===== config.mk =====
export PLATFORM = sky130hd
export DESIGN_NAME = piso_shift_tx
export DESIGN_NICKNAME = d
export VERILOG_FILES = /design/src/rtl/piso_shift_tx.sv
export SDC_FILE = /design/constraint.sdc
export NUM_CORES = 1
export LEC_CHECK = 0
export CORE_ASPECT_RATIO = 0.75
export CORE_MARGIN = 2
export CORE_UTILIZATION = 35
export DETAILED_ROUTE_END_ITERATION = 6
export PLACE_DENSITY_LB_ADDON = 0.3
export RECOVER_POWER = 50
export REMOVE_ABC_BUFFERS = 1
export SYNTH_ARGS = -nofsm -noshare
export SYNTH_HDL_FRONTEND = slang
export SYNTH_SLANG_ARGS = --single-unit

===== constraint.sdc =====
create_clock -name clk -period 1.5 [get_ports clk]
set_clock_uncertainty 0.1 [all_clocks]
set_input_delay 0.3 -clock clk [delete_from_list [all_inputs] [get_ports clk]]
set_output_delay 0.3 -clock clk [all_outputs]
set_load 0.01 [all_outputs]

===== src/rtl/piso_shift_tx.sv =====
// piso_shift_tx: parallel-in serial-out transmitter, MSB first, paced by a bit-rate enable.
module piso_shift_tx #(
   parameter int COUNT = 8
) (
   input  logic             clk,
   input  logic             i_sclr,
   input  logic             i_en,
   input  logic             i_valid,
   input  logic [COUNT-1:0] i_data,
   output logic             o_ready,
   output logic             o_bit,
   output logic             o_strobe,
   output logic             o_busy,
   output logic             o_done
);
   localparam int CW = $clog2(COUNT + 1);
   typedef enum logic {IDLE, SHIFT} state_t;
   state_t           r_state, w_state;
   logic [COUNT-1:0] r_data, w_data;
   logic [CW-1:0]    r_cnt, w_cnt;
   logic             r_done, w_done, w_accept, w_shift;
   always_ff @(posedge clk) begin
      if (i_sclr) begin
         r_state <= IDLE;
         r_data  <= '0;
         r_cnt   <= '0;
         r_done  <= 1'b0;
      end else begin
         r_state <= w_state;
         r_data  <= w_data;
         r_cnt   <= w_cnt;
         r_done  <= w_done;
      end
   end
   // acceptance only happens in IDLE, so an enable in that cycle never shifts
   always_comb begin
      w_accept = r_state == IDLE && i_valid;
      w_shift  = r_state == SHIFT && i_en;
      w_done   = w_shift && r_cnt == CW'(1);
      w_state  = w_accept ? SHIFT : w_done ? IDLE : r_state;
      w_data   = w_accept ? i_data : w_shift ? {r_data[COUNT-2:0], 1'b0} : r_data;
      w_cnt    = w_accept ? CW'(COUNT) : w_shift ? r_cnt - CW'(1) : r_cnt;
      o_ready  = r_state == IDLE;
      o_busy   = r_state == SHIFT;
      o_bit    = r_state == SHIFT && r_data[COUNT-1];
      o_strobe = w_shift;
      o_done   = r_done;
   end
endmodule


==> out/qor.txt, run 1 <==
Avg Cell Area, Syn: 9.151 um2
Initial antenna violation count: 0
Die Y: 40.25 um
Maxcap violations: 0
Routed len/inst: 11.81 um
Min-Delay Path Class: reg2reg
CP required: 1.61 ns
Clock Root Buffer: clkbuf_4
Setup crit end kind: flip-flop
Leak Pwr: 0.3386 nW
Setup ws final: 0.03844 ns
Clock latency at the later pin of the worst-skew pair: 0.28 ns
Synthesized area: 613.1 um2
I/O pin count: 17
Netlist cell types: 24
Starting DRC count in detailed routing: 7
Total iterations of the first detailed-routing run: 3
Tot GR Track Use: 14.66%
CTS tree: done
Remaining DRCs: 0
RSZ-0062 raised after global routing: false
Worst slew pin tran: 0.2379 ns
Die area: 0.002106 mm2
Pre-CTS setup slack: -0.3854 ns
Diodes inserted: 0
Core Box Area: 0.001692 mm2
Rows: 13
Worst VDD drop: 0.4483 mV
#FFs+latches synth: 14
Routed WL: 1.335 mm
Placer Congestion: 0.7874
CP max FO: 6
Main synth FF type: dfxtp_1
Clk sink count: 14
Synthesis Warnings: 0
Final period util: 97.44%
Asr flop ratio synth: 0%
Final min period: 1.462 ns
Cell Pwr Density: 890.2 mW/mm2
Mapped Cells: 67
Max Slew Vio Count: 0
Vias: 558
Clk slew on worst S/H paths: 0.08 ns
Die width: 52.33 um
Critical path type: in2reg
Final instance area: 862.1 um2
Detail Route Antenna Nets: 0
Vias in the first global route: 468
Final setup fails: 0
Longest Clk Path Bufs: 2
Via-to-Cell Ratio: 4.938
Placed inst area: 844.6 um2
Setup TNS: 0 ns
Nets: 107
Final Total Pwr: 0.7674 mW
Hold buffer count at cts: 0
First-pass GRT wire length: 2.035 mm
PortBufs: 16
Relative slew slack: 84.10%
Fin util: 50.96%
Hold Violations, Final: 0
Gr ovfl total: 0
Register area share after synthesis: 45.71%
Critical path startpoint category: primary input
Status: finished clean
Initial core utilization: 36.24%
Area growth from synthesis to layout: 40.61%
Layout cells sized above 1: 17.58%
EDFF count, synth: 0
HPWL after detailed placement: 948.8 um
H-tree levels: 1
F_max: 684.2 MHz
Critical path arrival: 1.57 ns
CTS buffer count: 3
Largest net degree at the start of global routing: 15
==> worst paths after layout <==
kind | slack [ns] | start | to | cells past startpoint
worst min register to register | 0.36 | r_data[2]$_SDFFE_PP0P_ | r_data[2]$_SDFFE_PP0P_ | 2
worst max-delay path | 0.04 | i_en | r_cnt[3]$_SDFFE_PP0P_ | 5
worst min-delay path | 0.36 | r_data[2]$_SDFFE_PP0P_ | r_data[2]$_SDFFE_PP0P_ | 2
worst max register to register | 0.10 | r_cnt[2]$_SDFFE_PP0P_ | r_cnt[3]$_SDFFE_PP0P_ | 3
==> layout make-up <==
cell class / count / area [um2]
fillers: 175 / 829.5
multi-input cells: 45 / 300.3
flip-flops and latches: 14 / 284.0
repair buffers: 25 / 212.7
well taps: 22 / 27.53
clock buffers: 3 / 22.52
inverters: 4 / 15.01
==> cells in the final DEF, fill, tap and decap left out, drive strengths merged, types with 4 or more instances in the layout <==
master	n
inv	4
dfxtp	14
clkdlybuf4s50	10
a21oi	4
nor3	9
buf	8
a22oi	5
nand2	5
clkbuf	5
==> repair_timing <==
action                     CTS  global route
buffers inserted             0             0
resized for setup           10             3
pin swaps                    0             0
gates cloned                 0             0
setup endpoints to repair    5             4
==> Yosys cell counts (all sizes together), types with 2 or more instances <==
cell / instances / area, um2
nand2: 5 / 18.77
ha: 2 / 25.02
nor3: 9 / 45.04
dfxtp: 14 / 280.3
buf: 3 / 20.01
nor2: 3 / 11.26
a22oi: 5 / 37.54
nor2b: 2 / 12.51
a21oi: 4 / 20.02
o22ai: 3 / 18.77
or3: 2 / 12.51
inv: 4 / 15.01
==> state kept, by name, indices dropped and copies added (netlist names) <==
signal,cells
o_busy,1
o_done,1
r_data,8
r_cnt,4
==> where the power goes <==
part,switching [mW],internal [mW]
Combinational,0.0678,0.0811
Sequential,0.0162,0.396
Clock,0.113,0.0932
Total,0.197,0.570
==> worst max-delay path: stages <==
cell,delay (ns)
clkdlybuf4s50_1,0.48
nand2_1,0.09
buf_4,0.16
or3_1,0.35
a31oi_1,0.18
==> metrics by stage <==
step	cells	hold WS [ns]
after detailed placement	110	0.3469
final	113	0.3583
after global placement	110	0.3413
after floorplan	63	0.2643
after CTS	113	0.3595
after global routing	113	0.3783
==> cell families (layout without fill, tap and decap cells) <==
| logic type | after synthesis | in the layout | synth area share (%) |
|---|---|---|---|
| fa+ha+maj | 2 | 2 | 4.081 |
| compound gates | 15 | 15 | 18.78 |
| flops | 14 | 14 | 45.71 |
| mux | 1 | 1 | 1.633 |
| simple gates | 25 | 25 | 20.61 |
| buf+inv | 8 | 32 | 6.324 |
| xor+xnor | 2 | 2 | 2.858 |
==> per-layer routing <==
layer  track usage, %  share of wire (%)  routed length (um)
met5                0                  0                   0
met4            9.615                2.2                  29
met3            7.090                8.2                 110
met2            23.75                 46                 615
met1            15.63                 43                 579
(Power assumes the default switching activity.)
==> run 2, diff against run 1 <==
--- a/config.mk
+++ b/config.mk
@@ -6,7 +6,6 @@
 export NUM_CORES = 1
 export LEC_CHECK = 0
 export CORE_ASPECT_RATIO = 0.75
-export CORE_MARGIN = 2
 export CORE_UTILIZATION = 35
 export DETAILED_ROUTE_END_ITERATION = 6
 export PLACE_DENSITY_LB_ADDON = 0.3
==> out/qor.txt, run 2 (same netlist as run 1, synthesis figures left out) <==
Top Usage Layer GRT: met2
Die Y: 38.25 um
Worst hold path endpoint: r_data[7]$_SDFFE_PP0P_
Total iterations of the first detailed-routing run: 4
Worst VDD drop: 0.5448 mV
Setup crit end kind: primary output
CTS buffer count: 3
Max incr delay on CP: 0.36 ns
Vias: 555
Clk sink count: 14
Clk slew on worst S/H paths: 0.08 ns
CP Buf/Inv Count: 3
GR Layer Usage met2: 23.67%
Clock latency at the later pin of the worst-skew pair: 0.28 ns
I/O pin count: 17
Fill cells: 162
Hold Path Depth: 2
Slowest cell on the critical path: dfxtp_4
Area growth from synthesis to layout: 45.31%
Via-to-Cell Ratio: 4.868
Setup ws final: 0.06217 ns
RR Startpoint: r_cnt[2]$_SDFFE_PP0P_
Placer Congestion: 0.7312
Rows: 12
Pre-CTS setup slack: -0.3794 ns
Top reg by flops: r_data
Tot GR Track Use: 16.15%
Critical path arrival: 1.04 ns
PortBufs: 16
Met3 usage: 6.349%
Layout cells sized above 1: 20.43%
Critical path type: reg2out
HPWL after detailed placement: 963.7 um
Hold Violations, Final: 0
Remaining DRCs: 0
Initial core utilization: 39.26%
Most common cell after layout, fill and taps aside: dfxtp_1
Critical path's top delay family: buffers and inverters
Largest net degree at the start of global routing: 15
F_max: 695.5 MHz
Routed len/inst: 11.39 um
Nets: 108
Initial antenna violation count: 0
RSZ-0062 raised after global routing: false
Max reg flops: 8
Flop2flop setup slack: 0.13 ns
H-tree levels: 1
First-pass GRT wire length: 2.180 mm
CTS tree: done
Hold Slack: 0.3528 ns
Detail Route Antenna Nets: 0
Regs by FF count: r_data: 8 flops, r_cnt: 4 flops
Min-Delay Path Class: reg2reg
Final instance area: 890.9 um2
Most frequent cells in the layout: dfxtp_1 (13), clkdlybuf4s50_1 (10), nor3_1 (9), buf_4 (7), a22oi_1 (5)
Gr ovfl total: 0
Critical path startpoint category: flip-flop
Final setup fails: 0
Maxcap violations: 0
Die width: 50.33 um
Max Slew Vio Count: 0
CP required: 1.10 ns
Routed WL: 1.298 mm
Leak Pwr: 0.3552 nW
RR Endpoint: r_cnt[3]$_SDFFE_PP0P_
Relative slew slack: 76.39%
Vias in the first global route: 487
Diodes inserted: 0
Critical Path, Cell by Cell: buf_6 -> inv_1 -> dlygate4sd2_1
Cell Pwr Density: 936.1 mW/mm2
Starting DRC count in detailed routing: 13
FF-to-FF path depth: 3
Met1 usage: 22.03%
Clock Root Buffer: clkbuf_4
Worst slew pin tran: 0.3492 ns
Longest Clk Path Bufs: 2
Final min period: 1.438 ns
Placed inst area: 850.8 um2
Status: finished clean
Core Box Area: 0.001562 mm2
Final Total Pwr: 0.8340 mW
Hold buffer count at cts: 0
Die area: 0.001925 mm2
CP max FO: 4
Setup repair bufs after CTS: 0
Hold path start: r_data[7]$_SDFFE_PP0P_
Final period util: 95.86%
==> run 2: where the power goes <==
part           internal, mW  leakage [nW]  switching (mW)  total [mW]
Sequential            0.396         0.116          0.0152       0.411
Clock                 0.148        0.0210           0.121       0.268
Combinational        0.0861         0.219          0.0687       0.155
Total                 0.629         0.355           0.205       0.834
==> run 2: repair_timing <==
action	CTS	global route
endpoints found under the hold margin	0	0
gates resized for setup	11	3
setup endpoints to repair	5	2
==> run 2: layout make-up <==
class                      instances  area, um2  area share, %
clock buffer                       4      36.28          4.073
inverter                           4      15.01          1.685
multi-input combinational         45      296.5          33.29
sequential                        14      284.0          31.88
tap                               21      26.28          2.949
timing repair buffer              26      232.7          26.12
==> run 2: metal layers <==
metal / part of all wire [%] / wire, um
met3: 6.2 / 81
met5: 0 / 0
met2: 43 / 558
met4: 0 / 0
met1: 51 / 658
==> run 2: worst max-delay path by stage <==
stage / start / end / slack (ns) / depth (start not counted)
finish: o_busy$_SDFFE_PP0P_ / o_ready / 0.06 / 3
global route: o_busy$_SDFFE_PP0P_ / o_ready / 0.01 / 3
CTS: o_busy$_SDFFE_PP0P_ / o_ready / 0.03 / 3
detailed placement: i_en / o_strobe / -0.38 / 4
global placement: i_en / o_strobe / -0.39 / 4
floorplan: o_busy$_SDFFE_PP0P_ / r_cnt[1]$_SDFFE_PP0P_ / -0.03 / 4
==> run 2: worst min-delay path, cell delays in order, from the launching register on <==
cell and delay (ns):
dfxtp_1 0.31, nand2_1 0.05, a21oi_1 0.05
==> run 2: through the flow <==
step	TNS, ns	cells	util (%)
4_1_cts	0	114	56.73
3_3_place_gp	-1.733	110	54.49
2_1_floorplan	-0.03491	63	-
5_1_grt	0	114	57.05
3_5_place_dp	-1.706	110	54.49
6_report	0	114	57.05
==> run 3, diff against run 2 <==
--- a/config.mk
+++ b/config.mk
@@ -10,7 +10,7 @@
 export DETAILED_ROUTE_END_ITERATION = 6
 export PLACE_DENSITY_LB_ADDON = 0.3
 export RECOVER_POWER = 50
-export REMOVE_ABC_BUFFERS = 1
 export SYNTH_ARGS = -nofsm -noshare
 export SYNTH_HDL_FRONTEND = slang
 export SYNTH_SLANG_ARGS = --single-unit
+export TNS_END_PERCENT = 50
==> out/qor.txt, run 3 (same netlist as run 1, synthesis figures left out) <==
CTS tree: done
Final instance area: 882.1 um2
H-tree levels: 1
I/O pin count: 17
Rows: 12
First-pass GRT wire length: 1.994 mm
Levels on crit path: 2
Gr ovfl total: 0
CP max FO: 4
Worst Setup EP: o_bit
Placed inst area: 863.3 um2
Top reg by flops: r_data
Initial antenna violation count: 0
Max reg flops: 8
Worst slew pin tran: 0.3610 ns
Hold Path Depth: 2
Critical path type: reg2out
Max Slew Vio Count: 0
Most common cell after layout, fill and taps aside: dfxtp_1
Clk slew on worst S/H paths: 0.08 ns
Remaining DRCs: 0
Total iterations of the first detailed-routing run: 4
Regs by FF count: r_data: 8 flops, r_cnt: 4 flops
Die Y: 38.25 um
Starting DRC count in detailed routing: 10
Min-Delay Path Class: reg2reg
CP Buf/Inv Count: 1
Clk sink count: 14
Setup ws final: 0.06800 ns
Placed Cells: 110
Critical path startpoint category: flip-flop
Status: finished clean
Maxcap violations: 0
Routed len/inst: 11.72 um
RR Endpoint: r_cnt[3]$_SDFFE_PP0P_
Largest net degree at the start of global routing: 15
Cell Pwr Density: 879.4 mW/mm2
Hold buffer count at cts: 0
Die area: 0.001925 mm2
Area growth from synthesis to layout: 43.88%
Final setup fails: 0
HPWL after detailed placement: 924.9 um
Core Box Area: 0.001562 mm2
Longest Clk Path Bufs: 2
Nets: 108
Fin cells: 113
Detail Route Antenna Nets: 0
Routed WL: 1.324 mm
Clock Root Buffer: clkbuf_4
CP required: 1.10 ns
Mapped Nets: 81
Clock latency at the later pin of the worst-skew pair: 0.27 ns
Critical path's top delay family: flip-flops
FF-to-FF path depth: 3
Final period util: 95.47%
Crit path from: o_busy$_SDFFE_PP0P_
Relative slew slack: 75.59%
F_max: 698.3 MHz
Pre-CTS setup slack: -0.3787 ns
RSZ-0062 raised after global routing: false
RR Startpoint: r_cnt[2]$_SDFFE_PP0P_
Critical Path, Cell by Cell: and2_1 -> dlygate4sd2_1
Final min period: 1.432 ns
CTS buffer count: 3
Critical path arrival: 1.03 ns
Vias in the first global route: 466
Setup repair bufs after CTS: 0
PortBufs: 16
Vias: 590
Leak Pwr: 0.3547 nW
Tot GR Track Use: 14.49%
Max incr delay on CP: 0.34 ns
Die width: 50.33 um
Flop2flop setup slack: 0.17 ns
Hold Violations, Final: 0
Initial core utilization: 39.26%
Setup crit end kind: primary output
Most frequent cells in the layout: dfxtp_1 (13), clkdlybuf4s50_1 (10), nor3_1 (9), buf_4 (7)
Via-to-Cell Ratio: 5.221
Slowest cell on the critical path: dfxtp_2
Layout cells sized above 1: 19.57%
Diodes inserted: 0
Worst VDD drop: 0.5452 mV
Placer Congestion: 0.7452
## run 3: worst min path at each step
stage,start,slack (ns),endpoint
after global routing,r_data[6]$_SDFFE_PP0P_,0.38,r_data[6]$_SDFFE_PP0P_
after detailed placement,r_data[7]$_SDFFE_PP0P_,0.35,r_data[7]$_SDFFE_PP0P_
after floorplan,i_sclr,0.26,r_cnt[1]$_SDFFE_PP0P_
after global placement,r_data[7]$_SDFFE_PP0P_,0.34,r_data[7]$_SDFFE_PP0P_
after CTS,r_data[7]$_SDFFE_PP0P_,0.36,r_data[7]$_SDFFE_PP0P_
final,r_data[7]$_SDFFE_PP0P_,0.35,r_data[7]$_SDFFE_PP0P_
## run 3: metrics by stage
step	utilization, %	hold slack, ns	power (mW)	setup TNS, ns
finish	56.49	0.3542	0.7757	0
global route	56.49	0.3818	0.8224	0
CTS	56.65	0.3592	0.7881	0
detailed placement	55.29	0.3473	0.5824	-1.686
global placement	55.29	0.3391	0.5790	-1.572
floorplan	-	0.2643	0.4982	0
## run 3: routing by layer
metal | vias up | track usage [%] | wire length, um
met1 | 279 | 18.40 | 613
met4 | 0 | 2.083 | 0
met3 | 0 | 6.349 | 116
li1 | 291 | - | -
met2 | 20 | 23.33 | 594
met5 | - | 0 | 0
## run 3: worst reg2reg max path: stages (launching register included)
cell and delay (ns):
dfxtp_1 0.33, or3_1 0.37, or3_1 0.31, a31oi_1 0.15
## run 3: what timing repair did
item	4_1_cts	5_1_grt
endpoints found under the hold margin	0	0
endpoints found under the setup margin	5	0
resized for setup	11	0
## run 3: report_power, final
part	switching, mW	internal (mW)
registers	0.0148	0.396
logic	0.0706	0.0883
clock network	0.113	0.0929
## run 3: final cells by class
class / instances / area (um2)
fillers: 159 / 679.4
inverters: 4 / 15.01
repair buffers: 26 / 240.2
flip-flops and latches: 14 / 281.5
multi-input cells: 45 / 296.5
clock buffers: 3 / 22.52
well taps: 21 / 26.28
